$ cat src/rtl/fft_ctrl_pkg.sv
// fft_ctrl_pkg
// Shared constants and types for the FFT control sequencer.
//   FFT_CNT_W   : default point-index width (frame = 2^FFT_CNT_W points)
//   FFT_NUM_STG : default number of butterfly stages driven
//   FFT_STG_LAT : default per-stage pipeline latency in cycles
//   FFT_FRM_W   : default completed-frame counter width
//   pt_idx_t    : point index at the default width
package fft_ctrl_pkg;

  localparam int FFT_CNT_W   = 5;
  localparam int FFT_NUM_STG = 5;
  localparam int FFT_STG_LAT = 1;
  localparam int FFT_FRM_W   = 8;

  typedef logic [FFT_CNT_W-1:0] pt_idx_t;

endpackage : fft_ctrl_pkg

$ cat src/rtl/ctrl_dly_line.sv
// ctrl_dly_line
// Fixed-depth shift register for stage control bits. DEPTH=0 is a plain
// combinational passthrough, so stage 0 of the sequencer needs no special case.
// Ports:
//   clk  : clock, shifts on every rising edge (no enable)
//   rstn : asynchronous active-low reset, clears every tap to 0
//   din  : WIDTH-bit input
//   dout : din delayed by DEPTH cycles
module ctrl_dly_line
  import fft_ctrl_pkg::*;
#(
  parameter int WIDTH = 2,
  parameter int DEPTH = FFT_STG_LAT
) (
  input  logic             clk,
  input  logic             rstn,
  input  logic [WIDTH-1:0] din,
  output logic [WIDTH-1:0] dout
);

  if (DEPTH == 0) begin : g_pass
    // Clock and reset have no function without storage.
    logic unused_clk_rst;
    assign unused_clk_rst = &{1'b0, clk, rstn};
    assign dout = din;
  end else begin : g_sr
    logic [WIDTH-1:0] sr [DEPTH];

    // NOTE: this array is a handful of flops, not a RAM, so it is reset;
    // stale stage controls must never leak out after rstn.
    always_ff @(posedge clk or negedge rstn) begin
      if (!rstn) begin
        for (int i = 0; i < DEPTH; i++) sr[i] <= '0;
      end else begin
        sr[0] <= din;
        for (int i = 1; i < DEPTH; i++) sr[i] <= sr[i-1];
      end
    end

    assign dout = sr[DEPTH-1];
  end

endmodule : ctrl_dly_line

$ cat src/rtl/fft_ctrl_seq.sv
// fft_ctrl_seq
// Control sequencer for the FFT datapath. Counts point indices within a
// 2^CNT_W-point frame while valid is high, flags frame completion, counts
// frames, and emits per-stage butterfly select/valid bits, each delayed by
// k*STG_LAT cycles to line up with stage k of the pipeline.
// Ports:
//   clk        : clock
//   rstn       : asynchronous active-low reset
//   valid      : sample-valid qualifier
//   mode_hold  : 0 clears the count on a valid gap, 1 holds it
//   sync_clr   : synchronous clear of count, frame_last and frame_cnt
//   cnt_ctrl   : registered point index of the sample presented this cycle
//   frame_last : one-cycle pulse, the previous edge completed a frame
//   frame_cnt  : completed-frame count, wraps silently
//   stg_sel    : per-stage butterfly select
//   stg_vld    : per-stage valid, aligned with stg_sel
module fft_ctrl_seq
  import fft_ctrl_pkg::*;
#(
  parameter int CNT_W   = FFT_CNT_W,
  parameter int NUM_STG = FFT_NUM_STG,
  parameter int STG_LAT = FFT_STG_LAT,
  parameter int FRM_W   = FFT_FRM_W
) (
  input  logic               clk,
  input  logic               rstn,
  input  logic               valid,
  input  logic               mode_hold,
  input  logic               sync_clr,
  output logic [CNT_W-1:0]   cnt_ctrl,
  output logic               frame_last,
  output logic [FRM_W-1:0]   frame_cnt,
  output logic [NUM_STG-1:0] stg_sel,
  output logic [NUM_STG-1:0] stg_vld
);

  if (NUM_STG < 1 || NUM_STG > CNT_W) begin : g_bad_num_stg
    $error("fft_ctrl_seq: NUM_STG must be in 1..CNT_W");
  end

  localparam logic [CNT_W-1:0] CNT_MAX = '1;

  // NOTE: all state uses non-blocking assignments so every register samples
  // the pre-edge values of the others, whatever the statement order.
  always_ff @(posedge clk or negedge rstn) begin
    if (!rstn) begin
      cnt_ctrl   <= '0;
      frame_last <= 1'b0;
      frame_cnt  <= '0;
    end else if (sync_clr) begin
      // Clear beats a coincident wrap: no pulse, no frame increment.
      cnt_ctrl   <= '0;
      frame_last <= 1'b0;
      frame_cnt  <= '0;
    end else if (valid) begin
      cnt_ctrl <= cnt_ctrl + CNT_W'(1);
      if (cnt_ctrl == CNT_MAX) begin
        frame_last <= 1'b1;
        frame_cnt  <= frame_cnt + FRM_W'(1);
      end else begin
        frame_last <= 1'b0;
      end
    end else begin
      // Legacy behaviour drops a partial frame on any gap.
      if (!mode_hold) cnt_ctrl <= '0;
      frame_last <= 1'b0;
    end
  end

  // Stage k butterflies on index bit CNT_W-1-k (MSB first), gated by valid.
  logic [NUM_STG-1:0] raw_sel;

  // NOTE: every always_comb output gets a default before any conditional
  // logic, so no path can leave it unassigned and infer a latch.
  always_comb begin
    raw_sel = '0;
    for (int k = 0; k < NUM_STG; k++) raw_sel[k] = valid & cnt_ctrl[CNT_W-1-k];
  end

  logic [1:0] dly_out [NUM_STG];

  for (genvar k = 0; k < NUM_STG; k++) begin : g_stg
    ctrl_dly_line #(
      .WIDTH (2),
      .DEPTH (k * STG_LAT)
    ) u_dly (
      .clk  (clk),
      .rstn (rstn),
      .din  ({raw_sel[k], valid}),
      .dout (dly_out[k])
    );
  end

  always_comb begin
    stg_sel = '0;
    stg_vld = '0;
    for (int k = 0; k < NUM_STG; k++) begin
      stg_sel[k] = dly_out[k][1];
      stg_vld[k] = dly_out[k][0];
    end
  end

endmodule : fft_ctrl_seq

$ cat config.mk
export PLATFORM = sky130hd
export DESIGN_NAME = fft_ctrl_seq
export DESIGN_NICKNAME = d
export VERILOG_FILES = /design/src/rtl/fft_ctrl_pkg.sv /design/src/rtl/ctrl_dly_line.sv /design/src/rtl/fft_ctrl_seq.sv
export SDC_FILE = /design/constraint.sdc
export NUM_CORES = 1
export LEC_CHECK = 0
export CORE_MARGIN = 2
export CORE_UTILIZATION = 30
export CTS_CLUSTER_DIAMETER = 120
export CTS_CLUSTER_SIZE = 12
export DETAILED_ROUTE_END_ITERATION = 12
export GPL_TIMING_DRIVEN = 0
export HOLD_SLACK_MARGIN = 0.1
export PLACE_DENSITY = 0.56
export SLEW_MARGIN = 15
export SYNTH_ARGS = -nofsm -noshare
export SYNTH_HDL_FRONTEND = slang
export SYNTH_SLANG_ARGS = --single-unit
$ cat constraint.sdc
create_clock -name clk -period 2.4 [get_ports clk]
set_clock_uncertainty 0.2 [all_clocks]
set_input_delay 0.48 -clock clk [delete_from_list [all_inputs] [get_ports clk]]
set_output_delay 0.48 -clock clk [all_outputs]
set_load 0.01 [all_outputs]
==> metrics.yaml, run 1 <==
buffers_on_ports: 28
detail_route.vias_per_cell: 4.39
drt_iter0_markers: 20
skew_pair_late_insertion_delay_ns: 0.27
global_route_wire_length_before_repair_um: 3480
floorplan.core_area_um2: 3630
crit_path_end_kind: "primary output"
hold_path_class: "reg2reg"
worst_r2r_path_depth: 6
path_max_fanout: 3
synth.cell_area_um2: 1120
postSynthCellCount: 94
timing.hold.ws_ns: 0.155
cts.sinks: 28
die_x_um: 65.2
drc_errors: 0
die_y_um: 65.2
num_rows: 22
number_of_synthesized_flops_with_an_enable_pin: 0
clock_tree.root_cell: "sky130_fd_sc_hd__clkbuf_8"
drt_wl_total_um: 1970
drv_cap: 0
ys_ff_latch: 28
routed_wire_length_per_instance_um: 11.2
worstPathRequired_ns: 1.72
synth_ff_type: "sky130_fd_sc_hd__dfrtp_1"
grt_usage_pct: 10.8
rsz0062_at_grt: "no"
fin_crit_share_pct: 97.1
tritoncts_clock_tree: "yes"
setup_viol: 0
ant_nets: 0
postLayoutCellArea_um2: 1540
cts-buffers-inserted: 3
synthesis.area_per_instance_um2: 12.0
final_layout_size_suffix_gt1_share_pct: 13.4
max_slew.worst_pin.slew_ns: 0.609
via_count: 769
worst_setup_path_start_kind: "primary input"
first_pass_iters: 4
synth_nets: 102
floorplan.die_area_um2: 4250
max_clock_freq_mhz: 429
cp.arrival_ns: 1.65
synth_cell_type_count: 24
cts.reportedPaths.clkPinSlew_ns: 0.09
reg2reg_from: "cnt_ctrl[0]$_DFFE_PN0P_"
antenna_cells_inserted: 0
cellLeakagePower_nw: 0.688
r2r-end: "frame_cnt[6]$_DFFE_PN0P_"
hold_violations: 0
rrSetupSlack_ns: 0.27
placed_area_um2: 1460
htree_levels: 1
yosys.area.top_type_share_pct: 62.4
dp_hpwl_um: 1450
cts.path.max_buffers: 2
synth_warnings: 0
post-route-util_pct: 42.5
async_reset_ff_share_pct: 100
timing.hold.worst_path_depth: 0
peakVddDrop_uv: 186
number_of_pins_with_negative_max_slew_slack_in_the_final_report: 0
antenna_violations_before_repair: 0
p_per_area_nw_per_um2: 595
initial_utilization_pct: 30.9
synth_top_area_cell: "sky130_fd_sc_hd__dfrtp_1"
synth.top_cells.by_area: "sky130_fd_sc_hd__dfrtp_1 62%, sky130_fd_sc_hd__buf_4 5.3%, sky130_fd_sc_hd__a21oi_1 3.6%, sky130_fd_sc_hd__ha_1 3.3%, sky130_fd_sc_hd__xor2_1 3.1%"
grt_remaining_overflow: 0
area_growth_pct: 37.3
yosysSeqAreaShare_pct: 62.4
floorplan.io_pins: 29
layout_min_cycle_time_ns: 2.33
relSlewSlack_pct: 59.4
min_from: "g_stg[3].u_dly.g_sr.sr[3]$_DFF_PN0_"
finish.net_count: 136
gp_congestion: 0.758
min_to: "g_stg[3].u_dly.dout[1]$_DFF_PN0_"
status: "finished clean"
vias_in_the_first_global_route: 776
grt_max_degree: 29
critPathKind: "in2out"
-- per-layer routing --
layer / global-route usage [%] / vias to the layer above / routed length, um
li1: - / 385 / -
met1: 12.7 / 365 / 875
met4: 7.03 / 0 / 34
met3: 1.20 / 2 / 71
met5: 0 / - / 0
met2: 18.5 / 17 / 985
-- worst max path at each step --
| stage | to | cells after the start | start | slack, ns |
|---|---|---|---|---|
| 3_5_place_dp | stg_sel[0] | 5 | valid | -0.47 |
| 5_1_grt | stg_vld[0] | 3 | valid | 0.05 |
| 3_3_place_gp | stg_sel[0] | 5 | valid | -0.47 |
| 2_1_floorplan | frame_cnt[6]$_DFFE_PN0P_ | 6 | cnt_ctrl[0]$_DFFE_PN0P_ | 0.37 |
| 6_report | stg_vld[0] | 3 | valid | 0.07 |
| 4_1_cts | stg_vld[0] | 3 | valid | 0.05 |
-- placed cells by master, fill, tap and decap left out --
cell | netlist | layout
sky130_fd_sc_hd__dfrtp_1 | 28 | 28
sky130_fd_sc_hd__clkdlybuf4s50_1 | 0 | 26
sky130_fd_sc_hd__buf_4 | 8 | 9
sky130_fd_sc_hd__a21oi_1 | 8 | 8
sky130_fd_sc_hd__nor2_1 | 6 | 6
sky130_fd_sc_hd__nand3_1 | 6 | 6
sky130_fd_sc_hd__and2_1 | 5 | 5
sky130_fd_sc_hd__xor2_1 | 4 | 4
sky130_fd_sc_hd__nand2_1 | 3 | 3
sky130_fd_sc_hd__o21ai_0 | 3 | 3
sky130_fd_sc_hd__ha_1 | 3 | 3
sky130_fd_sc_hd__clkbuf_8 | 0 | 3
sky130_fd_sc_hd__a22oi_1 | 2 | 2
sky130_fd_sc_hd__nand4_1 | 2 | 2
sky130_fd_sc_hd__o31ai_1 | 2 | 2
sky130_fd_sc_hd__or4_1 | 2 | 2
sky130_fd_sc_hd__or3_1 | 2 | 2
sky130_fd_sc_hd__and3_1 | 1 | 1
sky130_fd_sc_hd__buf_6 | 1 | 1
sky130_fd_sc_hd__clkbuf_1 | 2 | 1
sky130_fd_sc_hd__nand2_2 | 1 | 1
sky130_fd_sc_hd__a211oi_1 | 1 | 1
sky130_fd_sc_hd__nor2b_1 | 1 | 1
sky130_fd_sc_hd__nand3b_1 | 1 | 1
sky130_fd_sc_hd__mux2i_1 | 1 | 1
sky130_fd_sc_hd__or3_2 | 1 | 1
sky130_fd_sc_hd__bufinv_16 | 0 | 1
sky130_fd_sc_hd__dlygate4sd3_1 | 0 | 1
sky130_fd_sc_hd__buf_2 | 0 | 1
sky130_fd_sc_hd__dlygate4sd2_1 | 0 | 1
-- cell type report --
type                            count  area, um^2
Buffer                             10        75.1
Clock buffer                        3        41.3
Clock inverter                      1        30.0
Fill cell                         369        2090
Multi-Input combinational cell     55         344
Sequential cell                    28         701
Tap cell                           48        60.1
Timing Repair Buffer               30         292
-- critical path, cell delays in order --
cell	delay, ns
sky130_fd_sc_hd__clkdlybuf4s50_1	0.53
sky130_fd_sc_hd__buf_4	0.12
sky130_fd_sc_hd__clkdlybuf4s50_1	0.52
-- through the flow --
stage	worst slack, ns	power (mW)	cells	TNS, ns
2_1_floorplan	0.375	0.525	94	0
3_3_place_gp	-0.473	0.565	170	-0.473
3_5_place_dp	-0.471	0.566	170	-0.471
4_1_cts	0.0512	0.932	175	0
5_1_grt	0.0451	0.960	175	0
6_report	0.0699	0.917	175	0
-- registers in the layout, indices dropped and copies added (netlist names) --
register / count
g_stg.u_dly.dout: 5
frame_cnt: 8
frame_last: 1
g_stg.u_dly.g_sr.sr: 9
cnt_ctrl: 5
-- repair_timing --
action / CTS / global route
hold endpoints to repair: 28 / 0
hold buffers: 1 / 0
buffers inserted: 1 / 0
setup endpoints to repair: 1 / 0
gates resized for setup: 1 / 0
-- power by group --
part           switching (mW)  internal [mW]  leakage, nW
combinational          0.0314         0.0356        0.275
clock                   0.138          0.223       0.0357
sequential            0.00642          0.483        0.377
total                   0.176          0.741        0.688
-- Yosys cell counts (3+ instances only) --
cell type and count:
sky130_fd_sc_hd__and2_1 5, sky130_fd_sc_hd__o21ai_0 3, sky130_fd_sc_hd__dfrtp_1 28, sky130_fd_sc_hd__a21oi_1 8
sky130_fd_sc_hd__buf_4 8, sky130_fd_sc_hd__nand2_1 3, sky130_fd_sc_hd__xor2_1 4, sky130_fd_sc_hd__nor2_1 6
sky130_fd_sc_hd__ha_1 3, sky130_fd_sc_hd__nand3_1 6
-- logic make-up (layout without fill, tap and decap cells) --
group / Yosys count / in the layout / share of synthesized area [%]
buffers and inverters: 11 / 44 / 7.02
DFF: 28 / 28 / 62.4
and+or+nand+nor: 31 / 31 / 15.0
adders and majority gates: 3 / 3 / 3.34
AOI/OAI and AO/OA: 16 / 16 / 8.24
xor gates and xnor gates: 4 / 4 / 3.12
muxes: 1 / 1 / 0.891
Power figures use the tool's default switching activity.
==> run 2: changes to the inputs <==
Settings changed: ABC_AREA set to 1, CORE_UTILIZATION 30 to 48, PLACE_DENSITY 0.56 to 0.89.
==> metrics.yaml, run 2 <==
status: "finished clean"  # unchanged
global_route_met2_usage_pct: 28.0  # was 18.5%
p_per_area_nw_per_um2: 615  # was 595 nW/um^2
first_pass_iters: 4  # unchanged
floorplan.die_area_um2: 2910  # was 4250 um^2
cellLeakagePower_nw: 0.792  # was 0.688 nW
buffers_on_ports: 28  # unchanged
critPathKind: "in2out"  # unchanged
fin_total_pwr_mw: 0.972  # was 0.917 mW
area_growth_pct: 31.8  # was 37.3%
hold_violations: 0  # unchanged
tritoncts_clock_tree: "yes"  # unchanged
synth_cell_type_count: 19  # was 24
ys_top_cells_by_count: "28 x sky130_fd_sc_hd__dfrtp_1, 28 x sky130_fd_sc_hd__nand2_1, 15 x sky130_fd_sc_hd__nor2_1"  # was 28 x sky130_fd_sc_hd__dfrtp_1, 8 x sky130_fd_sc_hd__a21oi_1, 8 x sky130_fd_sc_hd__buf_4
fin_ws_ns: 0.0978  # was 0.0699 ns
synthesis.area_per_instance_um2: 9.75  # was 12.0 um^2
share_seq_of_total_power_pct: 55.6  # was 53.3%
cts.sinks: 28  # unchanged
die_y_um: 54.0  # was 65.2 um
drc_errors: 0  # unchanged
async_reset_ff_share_pct: 100  # unchanged
floorplan.core_area_um2: 2410  # was 3630 um^2
grt.met3_usage_pct: 2.50  # was 1.20%
cts-buffers-inserted: 3  # unchanged
drt_wl_total_um: 2100  # was 1970 um
cts.path.max_buffers: 2  # unchanged
synth.cell_area_um2: 1200  # was 1120 um^2
detail_route.vias_per_cell: 4.78  # was 4.39
antenna_cells_inserted: 0  # unchanged
synth.top_cells.by_area: "sky130_fd_sc_hd__dfrtp_1 58%, sky130_fd_sc_hd__nand2_1 8.8%, sky130_fd_sc_hd__buf_4 5.0%, sky130_fd_sc_hd__nor2_1 4.7%, sky130_fd_sc_hd__nand3_1 4.2%"  # was sky130_fd_sc_hd__dfrtp_1 62%, sky130_fd_sc_hd__buf_4 5.3%, sky130_fd_sc_hd__a21oi_1 3.6%, sky130_fd_sc_hd__ha_1 3.3%, sky130_fd_sc_hd__xor2_1 3.1%
skew_pair_late_insertion_delay_ns: 0.31  # was 0.27 ns
layout_common_cells: "28 x sky130_fd_sc_hd__nand2_1, 28 x sky130_fd_sc_hd__dfrtp_1, 26 x sky130_fd_sc_hd__clkdlybuf4s50_1"  # was 28 x sky130_fd_sc_hd__dfrtp_1, 26 x sky130_fd_sc_hd__clkdlybuf4s50_1, 9 x sky130_fd_sc_hd__buf_4
synth_nets: 131  # was 102
numPlacedInstances: 181  # was 170
worst_setup_path_start_kind: "primary input"  # unchanged
num_rows: 18  # was 22
rsz0062_at_grt: "no"  # unchanged
vias_in_the_first_global_route: 813  # was 776
fin_crit_share_pct: 95.9  # was 97.1%
grt_remaining_overflow: 0  # unchanged
worstPathRequired_ns: 1.72  # about the same
largest_register_ffs: 9  # unchanged
power.net_switching_mw: 0.214  # was 0.176 mW
htree_levels: 1  # unchanged
relSlewSlack_pct: 62.2  # was 59.4%
peakVddDrop_uv: 462  # was 186 uV
layout_min_cycle_time_ns: 2.30  # was 2.33 ns
dp_hpwl_um: 1480  # was 1450 um
synth_top_area_cell: "sky130_fd_sc_hd__dfrtp_1"  # unchanged
drt_iter0_markers: 11  # was 20
timing.hold.ws_ns: 0.166  # was 0.155 ns
cp.arrival_ns: 1.62  # was 1.65 ns
ys_ff_latch: 28  # unchanged
routed_wire_length_per_instance_um: 11.2  # about the same
dpl_worst_slack_ns: -0.0667  # was -0.471 ns
number_of_synthesized_flops_with_an_enable_pin: 0  # unchanged
crit_path_end_kind: "primary output"  # unchanged
initial_utilization_pct: 49.7  # was 30.9%
number_of_pins_with_negative_max_slew_slack_in_the_final_report: 0  # unchanged
setup_tns_ns: 0  # unchanged
finish.net_count: 166  # was 136
clock_power_share_pct: 30.3  # was 39.4%
synth_ff_type: "sky130_fd_sc_hd__dfrtp_1"  # unchanged
grt_max_degree: 29  # unchanged
combPwrFrac_pct: 14.1  # was 7.3%
yosysSeqAreaShare_pct: 58.5  # was 62.4%
max_slew.worst_pin.slew_ns: 0.567  # was 0.609 ns
global_route_wire_length_before_repair_um: 3420  # was 3480 um
synth_warnings: 0  # unchanged
drv_cap: 0  # unchanged
die_x_um: 54.0  # was 65.2 um
yosys.area.top_type_share_pct: 58.5  # was 62.4%
setup_viol: 0  # unchanged
grtUsageMet1_pct: 20.5  # was 12.7%
largest_registers_ranked_by_flip_flop_count: "g_stg.u_dly.g_sr.sr (9), frame_cnt (8)"  # unchanged
ant_nets: 0  # unchanged
p_int_mw: 0.757  # was 0.741 mW
floorplan.io_pins: 29  # unchanged
max_clock_freq_mhz: 434  # was 429 MHz
clock_tree.root_cell: "sky130_fd_sc_hd__clkbuf_4"  # was sky130_fd_sc_hd__clkbuf_8
p_sw_share_pct: 22.1  # was 19.2%
antenna_violations_before_repair: 0  # unchanged
register_ranked_first_by_flip_flop_count: "g_stg.u_dly.g_sr.sr"  # unchanged
stdcell_count: 187  # was 175
global_route.peak_usage_layer: "met2"  # unchanged
hold_path_class: "reg2reg"  # unchanged
via_count: 894  # was 769
gp_congestion: 0.832  # was 0.758
path_max_fanout: 3  # unchanged
grt_usage_pct: 16.4  # was 10.8%
postSynthCellCount: 123  # was 94
final_layout_size_suffix_gt1_share_pct: 14.6  # was 13.4%
cts.reportedPaths.clkPinSlew_ns: 0.14  # was 0.09 ns
-- run 2: cell types whose count changed after synthesis, sizes merged, moves of 5 or more --
cell	delta
nand2	+25
inv	+14
nor2	+12
and2	-5
nand3	+5
-- run 2: cell type report --
type,count,area [um^2]
repair buffers,30,292
inverters,14,52.6
multi-input cells,72,374
well taps,30,37.5
clock buffers,3,22.5
fillers,188,830
flip-flops and latches,28,701
plain buffers,9,71.3
clock inverters,1,30.0
-- run 2: per-layer routing --
layer	share of wire, %	vias up
li1	-	446
met1	41	420
met2	53	22
met3	3.6	6
met4	2.3	0
met5	0	-
-- run 2: logic make-up after synthesis --
group,share of synthesized area (%)
compound gates,3.86
xor+xnor,0.731
fa+ha+maj,3.13
buf+inv,10.3
flops,58.5
simple gates,23.5
-- run 2: worst max-delay path, cell delays in order --
cell and delay [ns]:
sky130_fd_sc_hd__clkdlybuf4s50_1 0.51, sky130_fd_sc_hd__buf_4 0.12, sky130_fd_sc_hd__clkdlybuf4s50_1 0.52
-- run 2: metrics by stage --
step | instance area [um^2] | utilization, %
after floorplan | 1200 | -
after global placement | 1520 | 62.9
after detailed placement | 1520 | 62.9
after CTS | 1580 | 65.4
after global routing | 1580 | 65.6
final | 1580 | 65.6
-- run 2: power by group through the flow --
stage	registers [mW]	logic, mW	clock network (mW)
3_3_place_gp	0.545	0.130	0
6_report	0.540	0.137	0.295
3_5_place_dp	0.549	0.137	0
5_1_grt	0.545	0.154	0.323
4_1_cts	0.540	0.139	0.305
2_1_floorplan	0.549	0.0551	0
-- run 2: worst paths after layout --
kind | startpoint | endpoint | slack (ns) | cells after the start
max | valid | stg_vld[0] | 0.1 | 3
min in group asynchronous | rstn | g_stg[3].u_dly.g_sr.sr[3]$_DFF_PN0_ | 0.48 | 2
min reg2reg | g_stg[4].u_dly.g_sr.sr[5]$_DFF_PN0_ | g_stg[4].u_dly.g_sr.sr[3]$_DFF_PN0_ | 0.17 | 0
max in group asynchronous | rstn | frame_cnt[1]$_DFFE_PN0P_ | 1.15 | 2
max reg2reg | cnt_ctrl[0]$_DFFE_PN0P_ | frame_cnt[7]$_DFFE_PN0P_ | 0.48 | 9
min | g_stg[4].u_dly.g_sr.sr[5]$_DFF_PN0_ | g_stg[4].u_dly.g_sr.sr[3]$_DFF_PN0_ | 0.17 | 0
-- run 2: what timing repair did --
item                                   4_1_cts  5_1_grt
gates resized for setup                      1        0
endpoints found under the hold margin        0       28
hold buffers                                 0        1
buffers inserted                             1        0
setup endpoints to repair                    1        0
==> run 3: changes to the inputs <==
Settings changed: CTS_CLUSTER_SIZE 12 to 30.
==> results of run 3 <==
No change in the layout: final DEF, timing and power equal those of run 2.
